--- src/rtl/eth_frame_tx.sv ---
// Ethernet frame generator for a TEMAC AXI4-Stream TX port: header, sequence/timestamp, payload, gap.
// Define ETH_FRAME_TX_LFSR_EN for LFSR payload and time_running-gated frame starts.
module eth_frame_tx #(
  parameter int C_MIN_SIZE = 60,
  parameter int C_MAX_SIZE = 1514
) (
  input  logic        clk,
  input  logic        rst,
  input  logic        enable,
  input  logic [10:0] frame_size,
  input  logic [15:0] idle_cycles,
  input  logic [47:0] dst_mac,
  input  logic [47:0] src_mac,
  input  logic [15:0] ethertype,
  input  logic [63:0] current_time,
  input  logic        time_running,
  output logic [7:0]  m_axis_tdata,
  output logic        m_axis_tuser,
  output logic        m_axis_tlast,
  output logic        m_axis_tvalid,
  input  logic        m_axis_tready,
  output logic        busy,
  output logic        frame_sent,
  output logic [63:0] tx_frames,
  output logic [63:0] tx_bytes
);

  typedef enum logic [2:0] {IDLE, HEADER, STAMP, PAYLOAD, GAP} state_t;

  state_t      state_q, state_d;
  logic [10:0] idx_q, idx_d, size_q, size_d;
  logic [47:0] dst_q, dst_d, src_q, src_d;
  logic [15:0] etype_q, etype_d, gap_q, gap_d;
  logic [63:0] ts_q, ts_d, frames_q, frames_d, bytes_q, bytes_d;
  logic [31:0] seq_q, seq_d;
  logic [7:0]  tdata_q, tdata_d;
  logic        tvalid_q, tvalid_d, tlast_q, tlast_d, sent_q, sent_d;
  logic        start_ok, beat, restart;
  logic [10:0] nidx, clamped;
  logic [111:0] hdr;
  logic [95:0]  stamp;
  logic [3:0]   hdr_sel, stamp_sel;

`ifdef ETH_FRAME_TX_LFSR_EN
  logic [7:0] lfsr_q, lfsr_d;

  // Galois form of x^8+x^6+x^5+x^4+1, shifting right
  function automatic logic [7:0] lfsr_step(input logic [7:0] v);
    return v[0] ? ((v >> 1) ^ 8'hB8) : (v >> 1);
  endfunction

  assign start_ok = enable && time_running;
`else
  logic unused_time_running;
  assign unused_time_running = time_running;
  assign start_ok = enable;
`endif

  assign beat      = tvalid_q && m_axis_tready;
  assign nidx      = idx_q + 11'd1;
  assign clamped   = (frame_size < 11'(C_MIN_SIZE)) ? 11'(C_MIN_SIZE) :
                     (frame_size > 11'(C_MAX_SIZE)) ? 11'(C_MAX_SIZE) : frame_size;
  assign hdr       = {dst_q, src_q, etype_q};
  assign stamp     = {seq_q, ts_q};
  assign hdr_sel   = (nidx < 11'd14) ? 4'(11'd13 - nidx) : 4'd0;
  assign stamp_sel = (nidx >= 11'd14 && nidx < 11'd26) ? 4'(11'd25 - nidx) : 4'd0;

  always_comb begin
    state_d  = state_q;
    idx_d    = idx_q;
    size_d   = size_q;
    dst_d    = dst_q;
    src_d    = src_q;
    etype_d  = etype_q;
    gap_d    = gap_q;
    ts_d     = ts_q;
    frames_d = frames_q;
    bytes_d  = bytes_q;
    seq_d    = seq_q;
    tdata_d  = tdata_q;
    tvalid_d = tvalid_q;
    tlast_d  = tlast_q;
    sent_d   = 1'b0;
    restart  = 1'b0;
`ifdef ETH_FRAME_TX_LFSR_EN
    lfsr_d   = lfsr_q;
`endif
    case (state_q)
      IDLE: restart = 1'b1;
      HEADER, STAMP, PAYLOAD: begin
        if (beat) begin
          if (idx_q == 11'd0) ts_d = current_time;
          if (tlast_q) begin
            frames_d = frames_q + 64'd1;
            bytes_d  = bytes_q + {53'd0, size_q};
            seq_d    = seq_q + 32'd1;
            sent_d   = 1'b1;
            tvalid_d = 1'b0;
            tlast_d  = 1'b0;
            if (idle_cycles != 16'd0) begin
              state_d = GAP;
              gap_d   = idle_cycles;
            end else begin
              restart = 1'b1;
            end
          end else begin
            idx_d   = nidx;
            tlast_d = (nidx == size_q - 11'd1);
            if (nidx < 11'd14) begin
              tdata_d = hdr[{hdr_sel, 3'b000} +: 8];
            end else if (nidx < 11'd26) begin
              state_d = STAMP;
              tdata_d = stamp[{stamp_sel, 3'b000} +: 8];
            end else begin
              state_d = PAYLOAD;
`ifdef ETH_FRAME_TX_LFSR_EN
              if (nidx == 11'd26) begin
                tdata_d = lfsr_q;
              end else begin
                lfsr_d  = lfsr_step(lfsr_q);
                tdata_d = lfsr_step(lfsr_q);
              end
`else
              tdata_d = 8'(nidx - 11'd26) + seq_q[7:0];
`endif
            end
          end
        end
      end
      GAP: begin
        if (gap_q <= 16'd1) restart = 1'b1;
        else gap_d = gap_q - 16'd1;
      end
      default: state_d = IDLE;
    endcase

    // Shared start decision: from IDLE, end of gap, or a zero-gap tlast for back-to-back frames
    if (restart) begin
      if (start_ok) begin
        state_d  = HEADER;
        idx_d    = 11'd0;
        size_d   = clamped;
        dst_d    = dst_mac;
        src_d    = src_mac;
        etype_d  = ethertype;
        tvalid_d = 1'b1;
        tlast_d  = 1'b0;
        tdata_d  = dst_mac[47:40];
`ifdef ETH_FRAME_TX_LFSR_EN
        lfsr_d   = seq_d[7:0] | 8'h01;
`endif
      end else begin
        state_d = IDLE;
      end
    end
  end

  always_ff @(posedge clk or posedge rst) begin
    if (rst) begin
      state_q  <= IDLE;
      idx_q    <= '0;
      size_q   <= '0;
      dst_q    <= '0;
      src_q    <= '0;
      etype_q  <= '0;
      gap_q    <= '0;
      ts_q     <= '0;
      frames_q <= '0;
      bytes_q  <= '0;
      seq_q    <= '0;
      tdata_q  <= '0;
      tvalid_q <= 1'b0;
      tlast_q  <= 1'b0;
      sent_q   <= 1'b0;
`ifdef ETH_FRAME_TX_LFSR_EN
      lfsr_q   <= '0;
`endif
    end else begin
      state_q  <= state_d;
      idx_q    <= idx_d;
      size_q   <= size_d;
      dst_q    <= dst_d;
      src_q    <= src_d;
      etype_q  <= etype_d;
      gap_q    <= gap_d;
      ts_q     <= ts_d;
      frames_q <= frames_d;
      bytes_q  <= bytes_d;
      seq_q    <= seq_d;
      tdata_q  <= tdata_d;
      tvalid_q <= tvalid_d;
      tlast_q  <= tlast_d;
      sent_q   <= sent_d;
`ifdef ETH_FRAME_TX_LFSR_EN
      lfsr_q   <= lfsr_d;
`endif
    end
  end

  assign m_axis_tdata  = tdata_q;
  assign m_axis_tuser  = 1'b0;
  assign m_axis_tlast  = tlast_q;
  assign m_axis_tvalid = tvalid_q;
  assign busy          = (state_q != IDLE);
  assign frame_sent    = sent_q;
  assign tx_frames     = frames_q;
  assign tx_bytes      = bytes_q;

endmodule

--- config.mk ---
export PLATFORM = sky130hd
export DESIGN_NAME = eth_frame_tx
export DESIGN_NICKNAME = d
export VERILOG_FILES = /design/src/rtl/eth_frame_tx.sv
export SDC_FILE = /design/constraint.sdc
export NUM_CORES = 1
export LEC_CHECK = 0
export ABC_CLOCK_PERIOD_IN_PS = 25100
export BUFFER_PORTS_ARGS = -buffer_cell sky130_fd_sc_hd__buf_2
export CORE_ASPECT_RATIO = 2
export CORE_UTILIZATION = 59
export DETAILED_ROUTE_END_ITERATION = 6
export PLACE_DENSITY_LB_ADDON = 0.12
export SYNTH_ARGS = -nofsm -noshare
export SYNTH_HDL_FRONTEND = slang
export SYNTH_SLANG_ARGS = --single-unit
--- constraint.sdc ---
create_clock -name clk -period 25.1 [get_ports clk]
set_input_delay 2.51 -clock clk [delete_from_list [all_inputs] [get_ports clk]]
set_output_delay 2.51 -clock clk [all_outputs]
set_load 0.01 [all_outputs]
=== Yosys cells after proc, flatten, opt, wreduce, memory -nomap -nowiden ===
Cells that the tools add are included.

* Register bits after elaboration: 388
* Word-level logic and storage cells: 107
* Input port bits: 208
* Output and inout bits: 141

* $add $sub $neg: 10
* Equality and inequality tests: 13
* Shifts and indexed selects: 2
* Multiplexer cells: 47
* Reductions and logical operators: 14
* $lt $le $gt $ge: 6

{| class="wikitable"
|+ Operator list
! kind !! number
|-
| indexed part select 112 x 8 -> 8 bit || 1
|-
| indexed part select 96 x 8 -> 8 bit || 1
|-
| 2-to-1 mux 11 bit || 7
|-
| adder 64 x 1 -> 64 bit (second input constant) || 1
|-
| adder 64 x 11 -> 64 bit || 1
|-
| 2-to-1 mux 16 bit || 4
|-
| 2-to-1 mux 8 bit || 7
|-
| adder 32 x 1 -> 32 bit (second input constant) || 1
|-
| case mux 16 bit (2 select lines) || 1
|-
| 2-to-1 mux 1 bit || 19
|-
| <= comparator 16 x 1 -> 1 bit (second input constant) || 1
|-
| nonzero test 16 bit || 1
|-
| subtractor 16 x 1 -> 16 bit (second input constant) || 1
|-
| 2-to-1 mux 3 bit || 5
|-
| adder 11 x 1 -> 11 bit (second input constant) || 1
|-
| == test 11 bit || 1
|-
| greater-or-equal comparator 11 x 4 -> 1 bit (second input constant) || 1
|-
| greater-than comparator 11 bit (second input constant) || 1
|-
| logical NOT 11 bit || 1
|-
| < comparator 11 x 4 -> 1 bit (second input constant) || 1
|-
| < comparator 11 x 5 -> 1 bit (second input constant) || 1
|-
| < comparator 11 x 6 -> 1 bit (second input constant) || 1
|-
| subtractor 11 x 1 -> 11 bit (second input constant) || 1
|-
| adder 8 bit || 1
|-
| 22 further kinds || 31
|}

=== Logic depth before layout (Yosys ltp) ===
* Word-level depth: 12
* Depth in mapped cells: 19
* Mapped depth without buffers: 16

=== Least setup slack after synthesis ===
Ideal clock, no wire load.

* Kind: input to register
* Start point: input idle_cycles[2]
* End point: register tdata_q[0], in the netlist m_axis_tdata[0]
* Data arrival time: 4.478 ns
* Library setup time: 0.138 ns
* Required time: 24.962 ns
* Buffers on the path: 0
* Setup slack: 20.483 ns
* Stages on the path: 7
* Path through: or4_1 -> or3_1 -> nor3_1 -> o211ai_1 -> o21ai_0 -> a2111oi_2 -> or4_1

* Longest elaborated chain between the ends: 6

{| class="wikitable"
|+ Ends and longest elaborated chain
! element !! RTL line !! source
|-
| start: declaration || 11 || <nowiki>input logic [15:0] idle_cycles,</nowiki>
|-
| nonzero test 16 bit || 100 || <nowiki>if (idle_cycles != 16'd0) begin</nowiki>
|-
| 2-to-1 mux 1 bit || 100 ||
|-
| 2-to-1 mux 1 bit || 93 || <nowiki>if (tlast_q) begin</nowiki>
|-
| 2-to-1 mux 1 bit || 91 || <nowiki>if (beat) begin</nowiki>
|-
| case mux 1 bit (3 select lines) || 88 || <nowiki>case (state_q)</nowiki>
|-
| 2-to-1 mux 8 bit || 138 || <nowiki>if (restart) begin</nowiki>
|-
| via tdata_d[0] || 36 || <nowiki>logic [7:0] tdata_q, tdata_d;</nowiki>
|-
| end signal: assignment || 190 || <nowiki>tdata_q <= tdata_d;</nowiki>
|-
| end: declaration || 36 ||
|}

The timed path passes the listed nets, and every way through them passes these cells.
A chain may end at the register's enable or synchronous reset.

=== Final worst setup path ===
* Start point: input m_axis_tready
* End point: register bytes_q[58], in the netlist tx_bytes[58]

* Longest elaborated chain between the ends: 2

{| class="wikitable"
|+ Ends and longest elaborated chain
! element !! RTL line !! source
|-
| start: declaration || 21 || <nowiki>input logic m_axis_tready,</nowiki>
|-
| logical AND 1 bit || 59 || <nowiki>assign beat = tvalid_q && m_axis_tready;</nowiki>
|-
| AND reduction 3 bit (no source line) || n/a ||
|-
| end signal: assignment || 188 || <nowiki>bytes_q <= bytes_d;</nowiki>
|-
| end: declaration || 34 || <nowiki>logic [63:0] ts_q, ts_d, frames_q, frames_d, bytes_q, bytes_d;</nowiki>
|}

Every way passes these cells.

==> impl_summary.md <==
Run status
The flow ran to the end, and the final reports show no timing, DRC or antenna violations.

Synth
The share of synthesized registers carrying an async set or reset is 100%. The synthesized netlist devotes 19.9% of its cell area to simple gates. Yosys mapped a number of flops with a built-in enable equal to 0. By count the netlist is led by 472 x nand2_1, 388 x dfrtp_1, 137 x xnor2_1. The synthesized-area fraction occupied by ao, oa, aoi and oai cells is 9.03%. After synthesis the netlist holds a flip-flop and latch count of 388. The most common cell in the synthesized netlist is nand2_1. The number of standard cells after synthesis is 2001. The xor/xnor cell area share of the yosys netlist is 8.90%. Of all cell types, the one taking the most synthesized area is dfrtp_1.

The post-synthesis cell area is 19800 um2. The post-synthesis sequential area ratio is 49.0%. Of the total synthesized cell area, the portion taken by full adders, half adders and majority gates is 2.22%. The synthesized design devotes to its leading area cell type 49.0% of total area. The dominant combinational cell family by area after synthesis is simple AND/OR/NAND/NOR gates. The total number of yosys warnings is 0. In the post-synthesis netlist, the biggest area contributors are dfrtp_1 49%, nand2_1 8.9%, xnor2_1 6.1%. The number of nets in the synthesized netlist is 2243. Yosys mapped the design onto 83 distinct sky130hd cell types.

After synthesis, the mean cell area works out to 9.90 um2. Measured against the total synthesized area, the mux share comes to 7.96%. The dominant synthesized flop cell is dfrtp_1.

Clock network
The tree built by TritonCTS fans out to 388 sinks. Clock tree synthesis selected as its root buffer the cell clkbuf_16. The depth of the CTS H-tree is 2. No sink is reached through more buffers than the 3 on the longest clock path. The post-cts gate resize count is 0. The number of buffers inserted by hold repair at cts is 0. The number of post-CTS setup repair buffers is 0.

At the later pin of the worst-skew pair, clock insertion delay measures 530 ps. The clock-pin transition on the worst setup and hold timing paths is 60 ps. TritonCTS built the clock tree. TritonCTS created 36 clock buffers.

Place
The post-DP HPWL is 37.4 mm. The congestion estimate from routability-driven global placement came to 0.910. The number of input and output port buffers inserted is 346.

Worst setup path
The cell that appears most often on the critical path is and4_1. The data required time of the critical path is 25540 ps. The element type at the critical path end is a flop. The largest fanout on the critical path is 20. For this design, the slowest cell found on the critical path is nor3_2. The signal on the critical path passes through buf_2 -> and3_1 -> nand2_1 -> inv_1 -> buf_4 -> and4_1 -> nand4_1 -> or2_0 -> nor3_2 -> and4_1 -> xor2_1. The critical path class is input pin to flop. STA classifies the critical path startpoint as an input pin. For this run, the slowest stage of the critical path takes 780 ps.

Data on the critical path arrives at its endpoint at 6040 ps.

Global route
Entering global routing, the biggest net connects 113 pins. Across every metal layer, demand over resource in global routing totals 30.2%. The number of global-route vias before repair is 16400. The total overflow left after global routing is 0. The initial antenna violation count is 5. The first global-routing pass estimated 82.8 mm of wire.

STA
The transition at the pin with the smallest max-transition slack is 1010 ps. The final setup skew is 12.8 ps. In this run the tightest slew margin relative to its limit is 33.0%. The max-slew violation count was 0. The portion of the clock cycle consumed by the worst path in the final layout is 22.3%. The minimum hold slack is 464 ps.

Counting I/O delays and the setup requirement, the final critical path takes 5600 ps. Setup violations remaining at the end of the flow were counted as 0. In the final timing run, aggregate negative setup slack is 0 ps.

For this run, the top clock speed supported by timing is 0.179 GHz. Setup repair after global routing left no endpoint under its margin. The count of final hold-check violations is 0.

Finish
The net count of the finished layout is 2548. The post-route netlist has 23.1% of its cells at a drive strength greater than 1. The area growth from synthesis to layout is 15.8%.

Route
The first detailed-routing pass took 5 iterations. The count of routing violations after the opening detailed-route iteration is 883. Dividing the detail-routed wire length by the instance count gives 18.7 um.

The routed via count is 16200. The count of nets left with antenna violations after detail routing is 0. The routed design has 51.8 mm of wire.

In the routed design, unresolved DRC markers number 0. The via density per instance is 5.87.

Pwr
VDD sags by at most 0.0835 mV. For this design the ratio of total power to cell area is 101 nW/um2. Power comes to 2.33 mW. In this run the static leakage power is 11.2 nW.

Floorplanning
The area inside the core boundary is 32900 um2. The I/O pin total is 349. The floorplan step set the die width to 132 um. The die area is 34400 um2. The die extent in y is 261 um.

The cell row count is 94. Once the floorplan was initialized, standard cells occupied 60.2% of the core.

Flow run
The number of maximum-capacitance constraint violations is 0.

Hold path
The min-delay analysis places its worst path in the category flop to flop.
-- flip-flops by register name (all words and copies together), names as in the netlist --
signal / count
tx_bytes: 64
frame_sent: 1
dst_q: 48
src_q: 48
tx_frames: 64
m_axis_tlast: 1
size_q: 11
m_axis_tdata: 8
state_q: 3
m_axis_tvalid: 1
etype_q: 16
gap_q: 16
seq_q: 32
ts_q: 64
idx_q: 11
-- cell usage in the layout, fill, tap and decap left out, types with 7 or more instances in the layout --
cell       instances
o221ai_1           8
xnor2_1          137
or3_1             14
a211oi_1          10
ha_1              31
a221oi_1          10
clkbuf_1          11
mux2i_1           20
mux4_2            20
buf_4             16
and3_1            31
o22ai_1           14
a21oi_1           72
nor2_1            91
buf_2            346
and2_1            12
dfrtp_1          387
a21o_1             7
nor2b_1            8
o21ai_0           63
mux2_2            81
xor2_1            56
nand3_1           67
nor4_1            11
inv_1             44
clkbuf_8           8
nor3_1            37
o211ai_1          14
clkbuf_16         37
and4_1            19
nand2_1          472
nand4_1           50
-- metal layers --
layer	wire length (um)	part of all wire [%]	global-route usage [%]
met1	18800	36	33.6
met5	0	0	0
met2	27200	52	54.5
met3	2520	4.9	4.03
met4	3350	6.5	19.5
-- critical path, delay by kind of cell --
family        cells  cell delay [ps]
buf+inv           3              830
simple gates      7             2490
xor+xnor          1              170
-- worst paths after layout --
kind	slack, ps	startpoint	cells after the start	end
max in group asynchronous	20480	rst	4	size_q[6]
setup / recovery	19500	m_axis_tready	11	tx_bytes[58]
hold reg to reg	460	tx_bytes[63]	1	tx_bytes[63]
min in group asynchronous	2120	rst	2	ts_q[1]
setup reg to reg	20170	idx_q[0]	12	m_axis_tdata[3]
hold / removal	460	tx_bytes[63]	1	tx_bytes[63]
-- through the flow --
step | utilization [%] | std cells | setup WS [ps] | cell area (um2)
final | 69.7 | 2766 | 19500 | 22900
after global routing | 69.7 | 2766 | 19240 | 22900
after CTS | 69.6 | 2761 | 19460 | 22900
after detailed placement | 66.3 | 2700 | 18940 | 21800
after global placement | 66.3 | 2700 | 19040 | 21800
after floorplan | - | 2001 | 11810 | 19800
-- where the power goes --
group	leakage (nW)	switching, mW	total (mW)	internal [mW]
clock network	0.539	0.234	0.528	0.295
logic	5.66	0.506	0.872	0.366
registers	5.00	0.128	0.928	0.800
total	11.2	0.867	2.33	1.46
-- kinds of logic (layout without fill, tap and decap cells) --
| family | after synthesis | count (layout) |
|---|---|---|
| other | 1 | 6 |
| adders and majority gates | 34 | 34 |
| and+or+nand+nor | 850 | 850 |
| xor gates and xnor gates | 196 | 196 |
| buffers and inverters | 141 | 469 |
| muxes | 122 | 122 |
| AOI/OAI and AO/OA | 269 | 269 |
| DFF | 388 | 388 |
-- final cells by class --
cell class,instances,area [um2]
multi-input combinational,1472,9540
clock buffer,56,1080
inverter,46,180
tap,432,541
timing repair buffer,362,1850
fill,2561,9980
clock inverter,5,30.0
sequential,388,9710
antenna,5,12.5
(Power assumes the default switching activity.)
